--- src/rtl/dmem_arbiter_if.sv ---
// Handshake bundle for dmem_arbiter: two request masters plus the memory port.
// slave = arbiter view, master = requester/memory view.
interface dmem_arbiter_if #(
    parameter int AW = 32,
    parameter int DW = 32
);
    logic          m0_req;
    logic          m0_we;
    logic [AW-1:0] m0_addr;
    logic [DW-1:0] m0_wdata;
    logic          m0_lock;
    logic [DW-1:0] m0_rdata;
    logic          m0_ack;

    logic          m1_req;
    logic          m1_we;
    logic [AW-1:0] m1_addr;
    logic [DW-1:0] m1_wdata;
    logic          m1_lock;
    logic [DW-1:0] m1_rdata;
    logic          m1_ack;

    logic [AW-1:0] mem_addr;
    logic [DW-1:0] mem_datain;
    logic          mem_we;
    logic [DW-1:0] mem_dataout;
    logic          busy;

    modport slave (
        input  m0_req, m0_we, m0_addr, m0_wdata, m0_lock,
        output m0_rdata, m0_ack,
        input  m1_req, m1_we, m1_addr, m1_wdata, m1_lock,
        output m1_rdata, m1_ack,
        output mem_addr, mem_datain, mem_we,
        input  mem_dataout,
        output busy
    );

    modport master (
        output m0_req, m0_we, m0_addr, m0_wdata, m0_lock,
        input  m0_rdata, m0_ack,
        output m1_req, m1_we, m1_addr, m1_wdata, m1_lock,
        input  m1_rdata, m1_ack,
        input  mem_addr, mem_datain, mem_we,
        output mem_dataout,
        input  busy
    );
endinterface

--- src/rtl/dmem_arbiter.sv ---
// Round-robin two-master arbiter for the shared data-memory / MMIO port.
// Ports: clock, reset (async, active high), bus (dmem_arbiter_if.slave).
// Optional DMEM_ARB_LOCK_EN: owner lock holds the bus across transactions.
module dmem_arbiter #(
    parameter int LATENCY = 1,
    parameter int AW      = 32,
    parameter int DW      = 32
) (
    input  logic           clock,
    input  logic           reset,
    dmem_arbiter_if.slave  bus
);
    typedef enum logic [1:0] {
        S_IDLE   = 2'd0,
        S_ACCESS = 2'd1,
        S_RESP   = 2'd2
    } state_t;

    localparam logic [3:0] CNT_INIT = 4'(LATENCY - 1);

    state_t        r_state;
    state_t        w_next;
    logic          r_owner;
    logic          r_rr_last;
    logic          r_mem_we;
    logic [3:0]    r_cnt;
    logic [AW-1:0] r_mem_addr;
    logic [DW-1:0] r_mem_datain;
    logic [DW-1:0] r_m0_rdata;
    logic [DW-1:0] r_m1_rdata;

    logic          w_gnt_vld;
    logic          w_gnt_sel;
    logic          w_hold;

`ifdef DMEM_ARB_LOCK_EN
    logic          r_lock_hold;
    logic          w_own_lock;

    assign w_own_lock = r_owner ? bus.m1_lock : bus.m0_lock;
`else
    logic          w_unused_lock;

    assign w_unused_lock = bus.m0_lock ^ bus.m1_lock;
`endif

    // Grant selection; only acted on in IDLE.
    always_comb begin
        w_gnt_vld = 1'b0;
        w_gnt_sel = 1'b0;
`ifdef DMEM_ARB_LOCK_EN
        // Hold persists only while the owner keeps both req and lock up.
        w_hold = r_lock_hold &&
                 (r_owner ? (bus.m1_req && bus.m1_lock)
                          : (bus.m0_req && bus.m0_lock));
`else
        w_hold = 1'b0;
`endif
        if (w_hold) begin
            w_gnt_vld = 1'b1;
            w_gnt_sel = r_owner;
        end else if (bus.m0_req && bus.m1_req) begin
            w_gnt_vld = 1'b1;
            w_gnt_sel = ~r_rr_last;
        end else if (bus.m0_req) begin
            w_gnt_vld = 1'b1;
            w_gnt_sel = 1'b0;
        end else if (bus.m1_req) begin
            w_gnt_vld = 1'b1;
            w_gnt_sel = 1'b1;
        end
    end

    always_comb begin
        w_next = r_state;
        unique case (r_state)
            S_IDLE:   if (w_gnt_vld) w_next = S_ACCESS;
            S_ACCESS: if (r_cnt == 4'd0) w_next = S_RESP;
            S_RESP:   w_next = S_IDLE;
            default:  w_next = S_IDLE;
        endcase
    end

    always_ff @(posedge clock or posedge reset) begin
        if (reset) r_state <= S_IDLE;
        else       r_state <= w_next;
    end

    always_ff @(posedge clock or posedge reset) begin
        if (reset) begin
            r_owner      <= 1'b0;
            r_rr_last    <= 1'b1;
            r_mem_we     <= 1'b0;
            r_cnt        <= 4'd0;
            r_mem_addr   <= '0;
            r_mem_datain <= '0;
            r_m0_rdata   <= '0;
            r_m1_rdata   <= '0;
`ifdef DMEM_ARB_LOCK_EN
            r_lock_hold  <= 1'b0;
`endif
        end else begin
            case (r_state)
                S_IDLE: begin
`ifdef DMEM_ARB_LOCK_EN
                    r_lock_hold <= w_hold;
`endif
                    if (w_gnt_vld) begin
                        r_owner      <= w_gnt_sel;
                        r_rr_last    <= w_gnt_sel;
                        r_mem_addr   <= w_gnt_sel ? bus.m1_addr
                                                  : bus.m0_addr;
                        r_mem_datain <= w_gnt_sel ? bus.m1_wdata
                                                  : bus.m0_wdata;
                        // Write strobe lives only in the first ACCESS cycle.
                        r_mem_we     <= w_gnt_sel ? bus.m1_we
                                                  : bus.m0_we;
                        r_cnt        <= CNT_INIT;
                    end
                end
                S_ACCESS: begin
                    r_mem_we <= 1'b0;
                    if (r_cnt == 4'd0) begin
                        if (r_owner) r_m1_rdata <= bus.mem_dataout;
                        else         r_m0_rdata <= bus.mem_dataout;
                    end else begin
                        r_cnt <= r_cnt - 4'd1;
                    end
                end
                S_RESP: begin
`ifdef DMEM_ARB_LOCK_EN
                    if (w_own_lock) r_lock_hold <= 1'b1;
`endif
                end
                default: ;
            endcase
        end
    end

    assign bus.mem_addr   = r_mem_addr;
    assign bus.mem_datain = r_mem_datain;
    assign bus.mem_we     = r_mem_we;
    assign bus.m0_rdata   = r_m0_rdata;
    assign bus.m1_rdata   = r_m1_rdata;
    assign bus.m0_ack     = (r_state == S_RESP) && !r_owner;
    assign bus.m1_ack     = (r_state == S_RESP) &&  r_owner;
    assign bus.busy       = (r_state != S_IDLE);
endmodule

--- src/flat_wrapper.sv ---
// flat-port wrapper written by rule: the top's interface ports become plain ports
module dmem_arbiter_flat 
#(
    parameter int LATENCY = 1,
    parameter int AW      = 32,
    parameter int DW      = 32
)
  (clock, reset, bus_m0_req, bus_m0_we, bus_m0_addr, bus_m0_wdata, bus_m0_lock, bus_m0_rdata, bus_m0_ack, bus_m1_req, bus_m1_we, bus_m1_addr, bus_m1_wdata, bus_m1_lock, bus_m1_rdata, bus_m1_ack, bus_mem_addr, bus_mem_datain, bus_mem_we, bus_mem_dataout, bus_busy);
  dmem_arbiter_if #(.AW(AW), .DW(DW)) bus_i ();
  input  logic clock;
  input  logic reset;
  input wire logic [$bits(bus_i.m0_req)-1:0] bus_m0_req;
  input wire logic [$bits(bus_i.m0_we)-1:0] bus_m0_we;
  input wire logic [$bits(bus_i.m0_addr)-1:0] bus_m0_addr;
  input wire logic [$bits(bus_i.m0_wdata)-1:0] bus_m0_wdata;
  input wire logic [$bits(bus_i.m0_lock)-1:0] bus_m0_lock;
  output wire logic [$bits(bus_i.m0_rdata)-1:0] bus_m0_rdata;
  output wire logic [$bits(bus_i.m0_ack)-1:0] bus_m0_ack;
  input wire logic [$bits(bus_i.m1_req)-1:0] bus_m1_req;
  input wire logic [$bits(bus_i.m1_we)-1:0] bus_m1_we;
  input wire logic [$bits(bus_i.m1_addr)-1:0] bus_m1_addr;
  input wire logic [$bits(bus_i.m1_wdata)-1:0] bus_m1_wdata;
  input wire logic [$bits(bus_i.m1_lock)-1:0] bus_m1_lock;
  output wire logic [$bits(bus_i.m1_rdata)-1:0] bus_m1_rdata;
  output wire logic [$bits(bus_i.m1_ack)-1:0] bus_m1_ack;
  output wire logic [$bits(bus_i.mem_addr)-1:0] bus_mem_addr;
  output wire logic [$bits(bus_i.mem_datain)-1:0] bus_mem_datain;
  output wire logic [$bits(bus_i.mem_we)-1:0] bus_mem_we;
  input wire logic [$bits(bus_i.mem_dataout)-1:0] bus_mem_dataout;
  output wire logic [$bits(bus_i.busy)-1:0] bus_busy;
  assign bus_i.m0_req = bus_m0_req;
  assign bus_i.m0_we = bus_m0_we;
  assign bus_i.m0_addr = bus_m0_addr;
  assign bus_i.m0_wdata = bus_m0_wdata;
  assign bus_i.m0_lock = bus_m0_lock;
  assign bus_m0_rdata = bus_i.m0_rdata;
  assign bus_m0_ack = bus_i.m0_ack;
  assign bus_i.m1_req = bus_m1_req;
  assign bus_i.m1_we = bus_m1_we;
  assign bus_i.m1_addr = bus_m1_addr;
  assign bus_i.m1_wdata = bus_m1_wdata;
  assign bus_i.m1_lock = bus_m1_lock;
  assign bus_m1_rdata = bus_i.m1_rdata;
  assign bus_m1_ack = bus_i.m1_ack;
  assign bus_mem_addr = bus_i.mem_addr;
  assign bus_mem_datain = bus_i.mem_datain;
  assign bus_mem_we = bus_i.mem_we;
  assign bus_i.mem_dataout = bus_mem_dataout;
  assign bus_busy = bus_i.busy;
  dmem_arbiter #(.LATENCY(LATENCY), .AW(AW), .DW(DW)) u_core (.clock(clock), .reset(reset), .bus(bus_i));
endmodule
--- config.mk ---
export PLATFORM = sky130hd
export DESIGN_NAME = dmem_arbiter_flat
export DESIGN_NICKNAME = d
export VERILOG_FILES = /design/src/rtl/dmem_arbiter_if.sv /design/src/rtl/dmem_arbiter.sv /design/src/flat_wrapper.sv
export SDC_FILE = /design/constraint.sdc
export NUM_CORES = 1
export LEC_CHECK = 0
export CORE_ASPECT_RATIO = 0.8
export CORE_MARGIN = 2
export CORE_UTILIZATION = 43
export CTS_CLUSTER_SIZE = 28
export DETAILED_ROUTE_END_ITERATION = 7
export HOLD_SLACK_MARGIN = 0.02
export PLACE_DENSITY = 0.86
export SYNTH_ARGS = -nofsm -noshare
export SYNTH_HDL_FRONTEND = slang
export SYNTH_SLANG_ARGS = --single-unit
--- constraint.sdc ---
create_clock -name clock -period 7.9 [get_ports clock]
set_input_delay 0.79 -clock clock [delete_from_list [all_inputs] [get_ports clock]]
set_output_delay 0.79 -clock clock [all_outputs]
set_load 0.05 [all_outputs]
==> summary.md, run 1 <==
| Metric | Value |
|---|---|
| Total grt overflow | `0` |
| Avg Cell Area, Syn | `10.7 um^2` |
| Die W | `134 um` |
| Area growth syn-to-layout | `63.4%` |
| Crit path max fanout | `70` |
| Setup Viol. Count Final | `0` |
| Worst reg2reg setup slack | `5.01 ns` |
| HP Class | `register to register` |
| CTS tree | `done` |
| Initial DRT Pass Iterations | `4` |
| Initial antenna violation count | `1` |
| Crit path to | `bus_busy` |
| Most frequent cells after synthesis | `dfrtp_1 (136), nand2_1 (133), a21oi_1 (67), a31oi_1 (65), mux2_1 (33)` |
| Vias per cell | `5.23` |
| Initial drt markers | `305` |
| Most common cell in the netlist | `dfrtp_1` |
| Worst Max-Slew Pin Slew | `1.28 ns` |
| Cells after Synth | `541` |
| # clock sinks | `137` |
| Worst setup path start | `u_core.r_state[1]$_DFFE_PP0P_` |
| Port bufs | `297` |
| Rel. slew slack | `0.147` |
| Ports | `300` |
| CTS Buf Count | `17` |
| FF-to-FF path depth | `6` |
| Final Cycle Share | `0.432` |
| # Max-Cap Violations | `0` |
| Pin count of the biggest net entering global routing | `91` |
| Leakage dissipation | `3.92 nW` |
| Clock power frac | `0.165` |
| Clock transition at the registers of the reported paths | `0.06 ns` |
| CP Launch Type | `register` |
| Layout cells sized above 1 | `0.0912` |
| RSZ-0062 raised after global routing | `false` |
| Cell Rows | `37` |
| Drt total wl | `17,600 um` |
| # DRC | `0` |
| Pwr dens | `513 nW/um^2` |
| Worst Clk Skew | `0.0120 ns` |
| Synth area leader | `dfrtp_1` |
| Max IR drop VDD | `0.291 mV` |
| GRT Total Usage | `0.244` |
| Die Y | `108 um` |
| Placed cells | `977` |
| Sw Ratio | `0.478` |
| Nets | `990` |
| Fin crit period | `3.41 ns` |
| Synth Flop Type | `dfrtp_1` |
| Vias in the first global route | `5,351` |
| Max-slew violations | `0` |
| Status | `complete, no violations` |
| Root buf cell | `clkbuf_16` |
| Global-route wire length before repair | `27,300 um` |
| Worst Setup End Kind | `primary output` |
| # hold bufs at CTS | `0` |
| Final Hold Viols | `0` |
| Crit path DAT | `2.62 ns` |
| Yosys top cell area share | `0.585` |
| CORE AREA | `13,000 um^2` |
| R2r startpoint | `u_core.r_state[1]$_DFFE_PP0P_` |
| Sequential power share | `0.262` |
| Ys Warns | `0` |
| Internal Power | `2.54 mW` |
| Comb pwr share | `0.572` |
| Mapped cell area | `5810 um^2` |
| R2R Path End | `u_core.bus.mem_datain[25]$_DFFE_PP0P_` |
| Seq/Total Area, Yosys | `0.590` |
| Final Wtd Congestion | `0.864` |
| Fmax | `293 MHz` |
| Syn nets | `710` |
| Post-synth EDFFs | `0` |
| Post-cts sizing count | `0` |
| Post-synth ARST share | `1.00` |
| Kind of critical path | `register to primary output` |
| H-tree lvl count | `4` |
| Synth Register Bits | `137` |
| Critical path required time | `7.11 ns` |
| Post-route insts no fill | `1,009` |
| Initial Util | `0.447` |
| Overall die area | `14,500 um^2` |
| Area contributors post-synth | `dfrtp_1 (59%), nand2_1 (8.6%), a31oi_1 (7.0%)` |
| DR vias | `5,282` |
| Switch Pwr | `2.33 mW` |
| Setup TNS | `0 ns` |
| HPWL after DPL | `12,400 um` |
| Post-CTS Setup Bufs | `0` |
| Wire length per cell | `17.5 um` |
| Count of different cell masters after synthesis | `30` |
| Bufs on Longest Clock Path | `2` |
| Latest clock arrival within the worst-skew pair | `0.42 ns` |
| Post-route ant nets | `0` |
## critical path, cell delays in order, from the launching register on
cell and delay (ns):
dfrtp_1 0.46, nor2_4 0.12, buf_4 0.59, inv_1 0.23, clkdlybuf4s50_1 0.78
## placed cells by master (no fill, tap or decap), types with 3 or more instances in the layout
| cell | netlist | routed |
|---|---|---|
| nand2_1 | 133 | 133 |
| a31oi_1 | 65 | 65 |
| dfrtp_1 | 136 | 136 |
| a21oi_1 | 67 | 67 |
| clkbuf_16 | 0 | 17 |
| clkdlybuf4s50_1 | 0 | 297 |
| clkinvlp_4 | 0 | 3 |
| buf_4 | 0 | 6 |
| bufinv_16 | 0 | 3 |
| mux2_1 | 33 | 33 |
| mux2_2 | 32 | 32 |
| o21ai_0 | 3 | 3 |
| inv_1 | 4 | 3 |
## state kept, by name (all words and copies together), names as in the netlist
register,cells
u_core.bus.mem_we,1
u_core.bus.mem_datain,32
u_core.bus.m1_rdata,32
u_core.r_cnt,4
u_core.bus.mem_addr,32
u_core.r_owner,1
u_core.r_state,2
u_core.r_rr_last,1
u_core.bus.m0_rdata,32
## final cells by class
type	instances	area, um^2
Clock inverter	10	144
Fill cell	891	3510
Tap cell	175	219
Timing Repair Buffer	303	3020
Sequential cell	137	3430
Antenna cell	1	2.50
Multi-Input combinational cell	358	2210
Clock buffer	21	460
Inverter	4	20.0
## routing by layer
metal | share of wire | global-route usage
met1 | 0.38 | 0.279
met5 | 0 | 0
met2 | 0.52 | 0.433
met3 | 0.078 | 0.0689
met4 | 0.021 | 0.105
## kinds of logic (layout without fill, tap and decap cells)
kind of cell | Yosys count | count (layout) | synth area share
buf+inv | 46 | 338 | 0.0346
other cells | 0 | 1 | 0
fa+ha+maj | 1 | 1 | 0.00215
compound gates | 142 | 142 | 0.141
mux | 67 | 67 | 0.129
simple gates | 148 | 148 | 0.103
flops | 137 | 137 | 0.590
## metrics by stage
step | util | power, mW | hold slack, ns | setup WS [ns] | cell area (um^2)
after CTS | 0.730 | 4.91 | 0.494 | 4.48 | 9500
after global placement | 0.684 | 4.02 | 0.473 | 4.97 | 8890
after global routing | 0.730 | 5.09 | 0.501 | 4.38 | 9500
final | 0.730 | 4.88 | 0.488 | 4.49 | 9500
after detailed placement | 0.684 | 4.08 | 0.481 | 4.93 | 8890
after floorplan | - | 3.09 | 0.462 | 3.44 | 5810
## power groups by stage
stage | registers, mW | logic [mW] | clock network, mW
2_1_floorplan | 2.43 | 0.656 | 0
3_3_place_gp | 1.26 | 2.76 | 0
3_5_place_dp | 1.28 | 2.80 | 0
4_1_cts | 1.28 | 2.81 | 0.818
5_1_grt | 1.32 | 2.92 | 0.848
6_report | 1.28 | 2.79 | 0.807
## worst min-delay path by stage
stage / startpoint / slack (ns) / cells past startpoint / end
2_1_floorplan: u_core.r_cnt[0]$_DFFE_PP0P_ / 0.46 / 1 / u_core.r_cnt[0]$_DFFE_PP0P_
3_3_place_gp: u_core.bus.m1_rdata[8]$_DFFE_PP0P_ / 0.47 / 1 / u_core.bus.m1_rdata[8]$_DFFE_PP0P_
3_5_place_dp: u_core.bus.m1_rdata[6]$_DFFE_PP0P_ / 0.48 / 1 / u_core.bus.m1_rdata[6]$_DFFE_PP0P_
4_1_cts: u_core.bus.m1_rdata[18]$_DFFE_PP0P_ / 0.49 / 1 / u_core.bus.m1_rdata[18]$_DFFE_PP0P_
5_1_grt: u_core.bus.m1_rdata[18]$_DFFE_PP0P_ / 0.50 / 1 / u_core.bus.m1_rdata[18]$_DFFE_PP0P_
6_report: u_core.bus.m1_rdata[8]$_DFFE_PP0P_ / 0.49 / 1 / u_core.bus.m1_rdata[8]$_DFFE_PP0P_
No activity file was read; power rests on OpenSTA's default activity.
==> inputs of run 2 (changes only) <==
--- a/config.mk
+++ b/config.mk
@@ -7,11 +7,11 @@
 export LEC_CHECK = 0
 export CORE_ASPECT_RATIO = 0.8
 export CORE_MARGIN = 2
-export CORE_UTILIZATION = 43
+export CORE_UTILIZATION = 40
 export CTS_CLUSTER_SIZE = 28
 export DETAILED_ROUTE_END_ITERATION = 7
 export HOLD_SLACK_MARGIN = 0.02
-export PLACE_DENSITY = 0.86
+export PLACE_DENSITY = 0.81
 export SYNTH_ARGS = -nofsm -noshare
 export SYNTH_HDL_FRONTEND = slang
 export SYNTH_SLANG_ARGS = --single-unit
==> constraint.sdc (replaced) <==
create_clock -name clock -period 3.5 [get_ports clock]
set_input_delay 0.35 -clock clock [delete_from_list [all_inputs] [get_ports clock]]
set_output_delay 0.35 -clock clock [all_outputs]
set_load 0.05 [all_outputs]
==> run 2 against run 1 <==
Routed wire length grew 1.2%. Via count grew 0.47%. Die area grew 7.2%. Clock-buffer cell count shrank 2. Worst hold slack lost 0.024 ns. Sequential power grew 130%. Sequential share of layout area shrank 0.29 points. First-iteration DRC count shrank 8.2%. Core utilization shrank 5.8 points. Highest routed layer unchanged.
==> summary.md, run 2 (synthesis gave the netlist of run 1 again) <==
| Metric | Value |
|---|---|
| Status | `complete, no violations` |
| Post-placement cell area | `8960 um^2` |
| Leakage dissipation | `3.96 nW` |
| Overall die area | `15,500 um^2` |
| Crit path DAT | `2.04 ns` |
| Util after Layout | `0.672` |
| Die W | `139 um` |
| HPWL after DPL | `12,600 um` |
| Initial DRT Pass Iterations | `4` |
| Post-cts sizing count | `0` |
| Final Wtd Congestion | `0.890` |
| Port bufs | `297` |
| Vias in the first global route | `5,357` |
| Worst Clk Skew | `0.00847 ns` |
| Power, Total | `11.1 mW` |
| Area growth syn-to-layout | `64.7%` |
| Pwr dens | `1160 nW/um^2` |
| Post-route ant nets | `0` |
| Wire length per cell | `17.5 um` |
| CTS Buf Count | `17` |
| Drt total wl | `17,800 um` |
| HP Class | `primary input to async pin` |
| H-tree lvl count | `4` |
| Commonest non-fill, non-tap cell in the layout | `clkdlybuf4s50_1` |
| Worst Max-Slew Pin Slew | `0.915 ns` |
| Worst Setup End Kind | `primary output` |
| Setup Viol. Count Final | `0` |
| Design Area, Final | `9580 um^2` |
| Die Y | `112 um` |
| CP Cell Sequence | `nor3b_1 -> clkdlybuf4s50_1` |
| Post-CTS Setup Bufs | `0` |
| Worst path max stage delay | `0.90 ns` |
| Critical-path top delay cell | `clkdlybuf4s50_1` |
| CTS tree | `done` |
| GRT Total Usage | `0.231` |
| Initial Util | `0.408` |
| RSZ-0062 raised after global routing | `false` |
| Global-route wire length before repair | `28,000 um` |
| Fill cells | `1,038` |
| Final Hold Viols | `0` |
| Critical path required time | `3.15 ns` |
| DR vias | `5,307` |
| Nets | `992` |
| Vias per cell | `5.20` |
| Fin crit period | `2.39 ns` |
| Commonest cells after routing, fill and taps aside | `clkdlybuf4s50_1 (297), dfrtp_1 (136), nand2_1 (133)` |
| Rel. slew slack | `0.387` |
| Hold_ws | `0.464 ns` |
| CP Launch Type | `register` |
| Max IR drop VDD | `0.810 mV` |
| Layout cells sized above 1 | `0.0969` |
| Final setup margin | `1.11 ns` |
| # hold bufs at CTS | `0` |
| Setup TNS | `0 ns` |
| Clock transition at the registers of the reported paths | `0.06 ns` |
| # DRC | `0` |
| Ports | `300` |
| Latest clock arrival within the worst-skew pair | `0.42 ns` |
| Final Cycle Share | `0.684` |
| Pin count of the biggest net entering global routing | `138` |
| Max-slew violations | `0` |
| CP delay by family, top | `buffers and inverters` |
| # Max-Cap Violations | `0` |
| Worst reg2reg setup slack | `1.11 ns` |
| Bufs on Longest Clock Path | `2` |
| Root buf cell | `clkbuf_16` |
| CORE AREA | `14,200 um^2` |
| Initial antenna violation count | `1` |
| Crit path max fanout | `7` |
| Initial drt markers | `280` |
| CP bufs+invs | `1` |
| Fmax | `418 MHz` |
| Total grt overflow | `0` |
| # clock sinks | `137` |
| Post-route insts no fill | `1,021` |
| Kind of critical path | `register to primary output` |
| Place WS | `1.01 ns` |
| Placed cells | `988` |
| Cell Rows | `39` |
==> run 2: cell types whose count changed in the layout (fill, tap and decap cells not counted), sizes merged <==
cell / before / now
buf: 6 / 8
clkbuf: 21 / 19
clkinv: 3 / 5
inv: 5 / 6
==> run 2: worst min-delay path, delay by kind of cell <==
kind	cells	cell delay [ns]
buffers and inverters	3	1.02
==> run 2: cell type report <==
| type | count | area, um^2 | area share |
|---|---|---|---|
| Sequential cell | 137 | 3430 | 0.358 |
| Timing Repair Buffer | 305 | 3070 | 0.321 |
| Multi-Input combinational cell | 358 | 2210 | 0.230 |
| Clock buffer | 19 | 453 | 0.0473 |
| Tap cell | 184 | 230 | 0.0240 |
| Clock inverter | 13 | 166 | 0.0174 |
| Inverter | 4 | 18.8 | 0.00196 |
| Antenna cell | 1 | 2.50 | 0.000261 |
==> run 2: per-layer routing <==
metal,track usage,routed length [um],vias to the layer above
met5,0,0,-
met4,0.102,451,0
met3,0.0688,1380,33
met2,0.386,8840,258
met1,0.280,7160,2547
li1,-,-,2469
==> run 2: where the power goes <==
group          leakage [nW]  total, mW  switching (mW)  internal, mW
sequential             1.57       2.88           0.478          2.40
combinational          2.08       6.34            4.14          2.20
clock                 0.302       1.86           0.695          1.16
total                  3.96       11.1            5.31          5.77
==> run 2: final timing paths <==
check | from | endpoint | cells after the start
max reg2reg | u_core.r_cnt[0]$_DFFE_PP0P_ | u_core.bus.m1_rdata[31]$_DFFE_PP0P_ | 5
max in group asynchronous | reset | u_core.bus.m0_rdata[30]$_DFFE_PP0P_ | 3
min in group clock | bus_m0_wdata[28] | u_core.bus.mem_datain[28]$_DFFE_PP0P_ | 3
max | u_core.r_state[1]$_DFFE_PP0P_ | bus_m0_ack | 2
min | reset | u_core.bus.m1_rdata[10]$_DFFE_PP0P_ | 3
min reg2reg | u_core.bus.m1_rdata[10]$_DFFE_PP0P_ | u_core.bus.m1_rdata[10]$_DFFE_PP0P_ | 1
==> inputs of run 3 (changes only) <==
--- a/config.mk
+++ b/config.mk
@@ -7,11 +7,11 @@
 export LEC_CHECK = 0
 export CORE_ASPECT_RATIO = 0.8
 export CORE_MARGIN = 2
-export CORE_UTILIZATION = 40
+export CORE_UTILIZATION = 36
 export CTS_CLUSTER_SIZE = 28
 export DETAILED_ROUTE_END_ITERATION = 7
 export HOLD_SLACK_MARGIN = 0.02
-export PLACE_DENSITY = 0.81
+export PLACE_DENSITY = 0.77
 export SYNTH_ARGS = -nofsm -noshare
 export SYNTH_HDL_FRONTEND = slang
 export SYNTH_SLANG_ARGS = --single-unit
==> constraint.sdc (replaced) <==
create_clock -name clock -period 2 [get_ports clock]
set_input_delay 0.2 -clock clock [delete_from_list [all_inputs] [get_ports clock]]
set_output_delay 0.2 -clock clock [all_outputs]
set_load 0.05 [all_outputs]
==> run 3 against run 2 <==
Setup slack worse by 0.94 ns. Sequential power is 74% higher. Core utilization is 5.5 points lower. Largest cell class unchanged. Global-route usage is 1.6 points lower.
==> summary.md, run 3 (synthesis gave the netlist of run 1 again) <==
| Metric | Value |
|---|---|
| Status | `complete, no violations` |
| Worst reg2reg setup slack | `0.23 ns` |
| Max IR drop VDD | `1.05 mV` |
| Overall die area | `17,200 um^2` |
| Pwr dens | `1990 nW/um^2` |
| # clock sinks | `137` |
| Worst path max stage delay | `0.86 ns` |
| Clock power frac | `0.163` |
| Internal Power | `10.0 mW` |
| Critical path required time | `1.80 ns` |
| Commonest cells after routing, fill and taps aside | `clkdlybuf4s50_1 (294), dfrtp_1 (136), nand2_1 (133)` |
| HP Class | `primary input to async pin` |
| Area growth syn-to-layout | `67.6%` |
| Worst setup path start | `u_core.bus.mem_datain[20]$_DFFE_PP0P_` |
| Comb pwr share | `0.579` |
| R2R Path End | `u_core.bus.m1_rdata[4]$_DFFE_PP0P_` |
| FF-to-FF path depth | `6` |
| H-tree lvl count | `4` |
| Worst Max-Slew Pin Slew | `0.579 ns` |
| Top Layer Used | `met4` |
| CP bufs+invs | `1` |
| Vias in the first global route | `5,360` |
| Drt total wl | `18,200 um` |
| CP Launch Type | `register` |
| Crit path to | `bus_mem_datain[20]` |
| Diodes inserted | `0` |
| Fill cells | `1,316` |
| Met2 wire length | `8810 um` |
| Clock transition at the registers of the reported paths | `0.06 ns` |
| Final Cycle Share | `0.916` |
| Worst Setup End Kind | `primary output` |
| Cell count along the critical path | `1` |
| Initial antenna violation count | `0` |
| Vias per cell | `4.95` |
| Wire length on met3 | `1550 um` |
| Cell Rows | `41` |
| Util after Layout | `0.617` |
| Final Wtd Congestion | `0.801` |
| CP delay by family, top | `buffers and inverters` |
| RSZ-0062 raised after global routing | `false` |
| Crit path DAT | `1.63 ns` |
| # Max-Cap Violations | `0` |
| Post-CTS Setup Bufs | `0` |
| Post-route ant nets | `0` |
| CTS tree | `done` |
| Max-slew violations | `0` |
| Worst Clk Skew | `0.00913 ns` |
| HPWL after DPL | `13,000 um` |
| Nets | `1,005` |
| Total grt overflow | `0` |
| Kind of critical path | `register to primary output` |
| Critical-path top delay cell | `clkdlybuf4s50_1` |
| Ports | `300` |
| Port bufs | `297` |
| Initial Util | `0.368` |
| CTS Buf Count | `17` |
| Die Y | `118 um` |
| Sequential power share | `0.258` |
| Pin count of the biggest net entering global routing | `53` |
| CP Cell Sequence | `clkdlybuf4s50_1` |
| Root buf cell | `clkbuf_16` |
| R2r startpoint | `u_core.r_cnt[0]$_DFFE_PP0P_` |
| Global-route wire length before repair | `29,000 um` |
| Latest clock arrival within the worst-skew pair | `0.42 ns` |
| Layout cells sized above 1 | `0.113` |
| Final Hold Viols | `0` |
| Wire length per cell | `17.1 um` |
| Met1 Wirelength | `7430 um` |
| Crit path max fanout | `2` |
| Switch Pwr | `9.35 mW` |
| Commonest non-fill, non-tap cell in the layout | `clkdlybuf4s50_1` |
| CORE AREA | `15,800 um^2` |
| Bufs on Longest Clock Path | `2` |
| # hold bufs at CTS | `0` |
| GRT Total Usage | `0.215` |
| Sw Ratio | `0.482` |
| Die W | `146 um` |
| Fin crit period | `1.83 ns` |
| Post-cts sizing count | `0` |
| Leakage dissipation | `4.04 nW` |
| Rel. slew slack | `0.613` |
| Setup TNS | `0 ns` |
| Initial DRT Pass Iterations | `5` |
| # DRC | `0` |
| Setup Viol. Count Final | `0` |
| Initial drt markers | `244` |
| Fmax | `546 MHz` |
| DR vias | `5,263` |
run 3: cell count changes in the layout (fill, tap and decap cells not counted):
cell,change
buf_12,+6
buf_4,+10
bufinv_16,-1
clkbuf_1,+1
clkbuf_8,-2
clkdlybuf4s50_1,-3
clkinv_4,-1
clkinvlp_4,-1
diode_2,-1
inv_6,+3
inv_8,+1
run 3: layout make-up:
cell class	count	area [um^2]	share of cell area
timing repair buffer	318	3240	0.332
sequential	137	3430	0.352
clock inverter	14	158	0.0162
inverter	4	18.8	0.00193
multi-input combinational	358	2210	0.226
clock buffer	18	429	0.0440
tap	215	269	0.0276
run 3: through the flow:
stage               worst slack [ns]  hold WS [ns]  cell area [um^2]  power (mW)  cells
floorplan                     0.0937         0.263              5820        12.2    541
global placement               0.274         0.472              9160        16.1   1032
detailed placement             0.236         0.480              9160        16.3   1032
CTS                            0.154         0.172              9750        19.5   1064
global route                   0.117         0.195              9750        20.3   1064
finish                         0.169         0.163              9750        19.4   1064
run 3: routing by layer:
metal,up-vias,global-route usage
li1,2487,-
met1,2514,0.260
met2,236,0.359
met3,26,0.0713
met4,0,0.0813
met5,-,0
run 3: power by group through the flow:
| stage | clock network [mW] | registers [mW] | logic, mW |
|---|---|---|---|
| 2_1_floorplan | 0 | 9.61 | 2.59 |
| 3_3_place_gp | 0 | 4.96 | 11.2 |
| 3_5_place_dp | 0 | 5.04 | 11.3 |
| 4_1_cts | 3.21 | 5.01 | 11.3 |
| 5_1_grt | 3.35 | 5.18 | 11.8 |
| 6_report | 3.15 | 5.01 | 11.2 |
run 3: worst min path at each step:
stage                                       startpoint                                  end  slack, ns  depth (start not counted)
floorplan                                   bus_m0_req         u_core.r_rr_last$_DFFE_PP1P_       0.26                          1
global placement    u_core.bus.m1_rdata[4]$_DFFE_PP0P_   u_core.bus.m1_rdata[4]$_DFFE_PP0P_       0.47                          1
detailed placement  u_core.bus.m1_rdata[1]$_DFFE_PP0P_   u_core.bus.m1_rdata[1]$_DFFE_PP0P_       0.48                          1
CTS                                              reset  u_core.bus.mem_addr[19]$_DFFE_PP0P_       0.17                          2
global route                                     reset  u_core.bus.mem_addr[23]$_DFFE_PP0P_       0.19                          2
finish                                           reset  u_core.bus.mem_addr[23]$_DFFE_PP0P_       0.16                          2
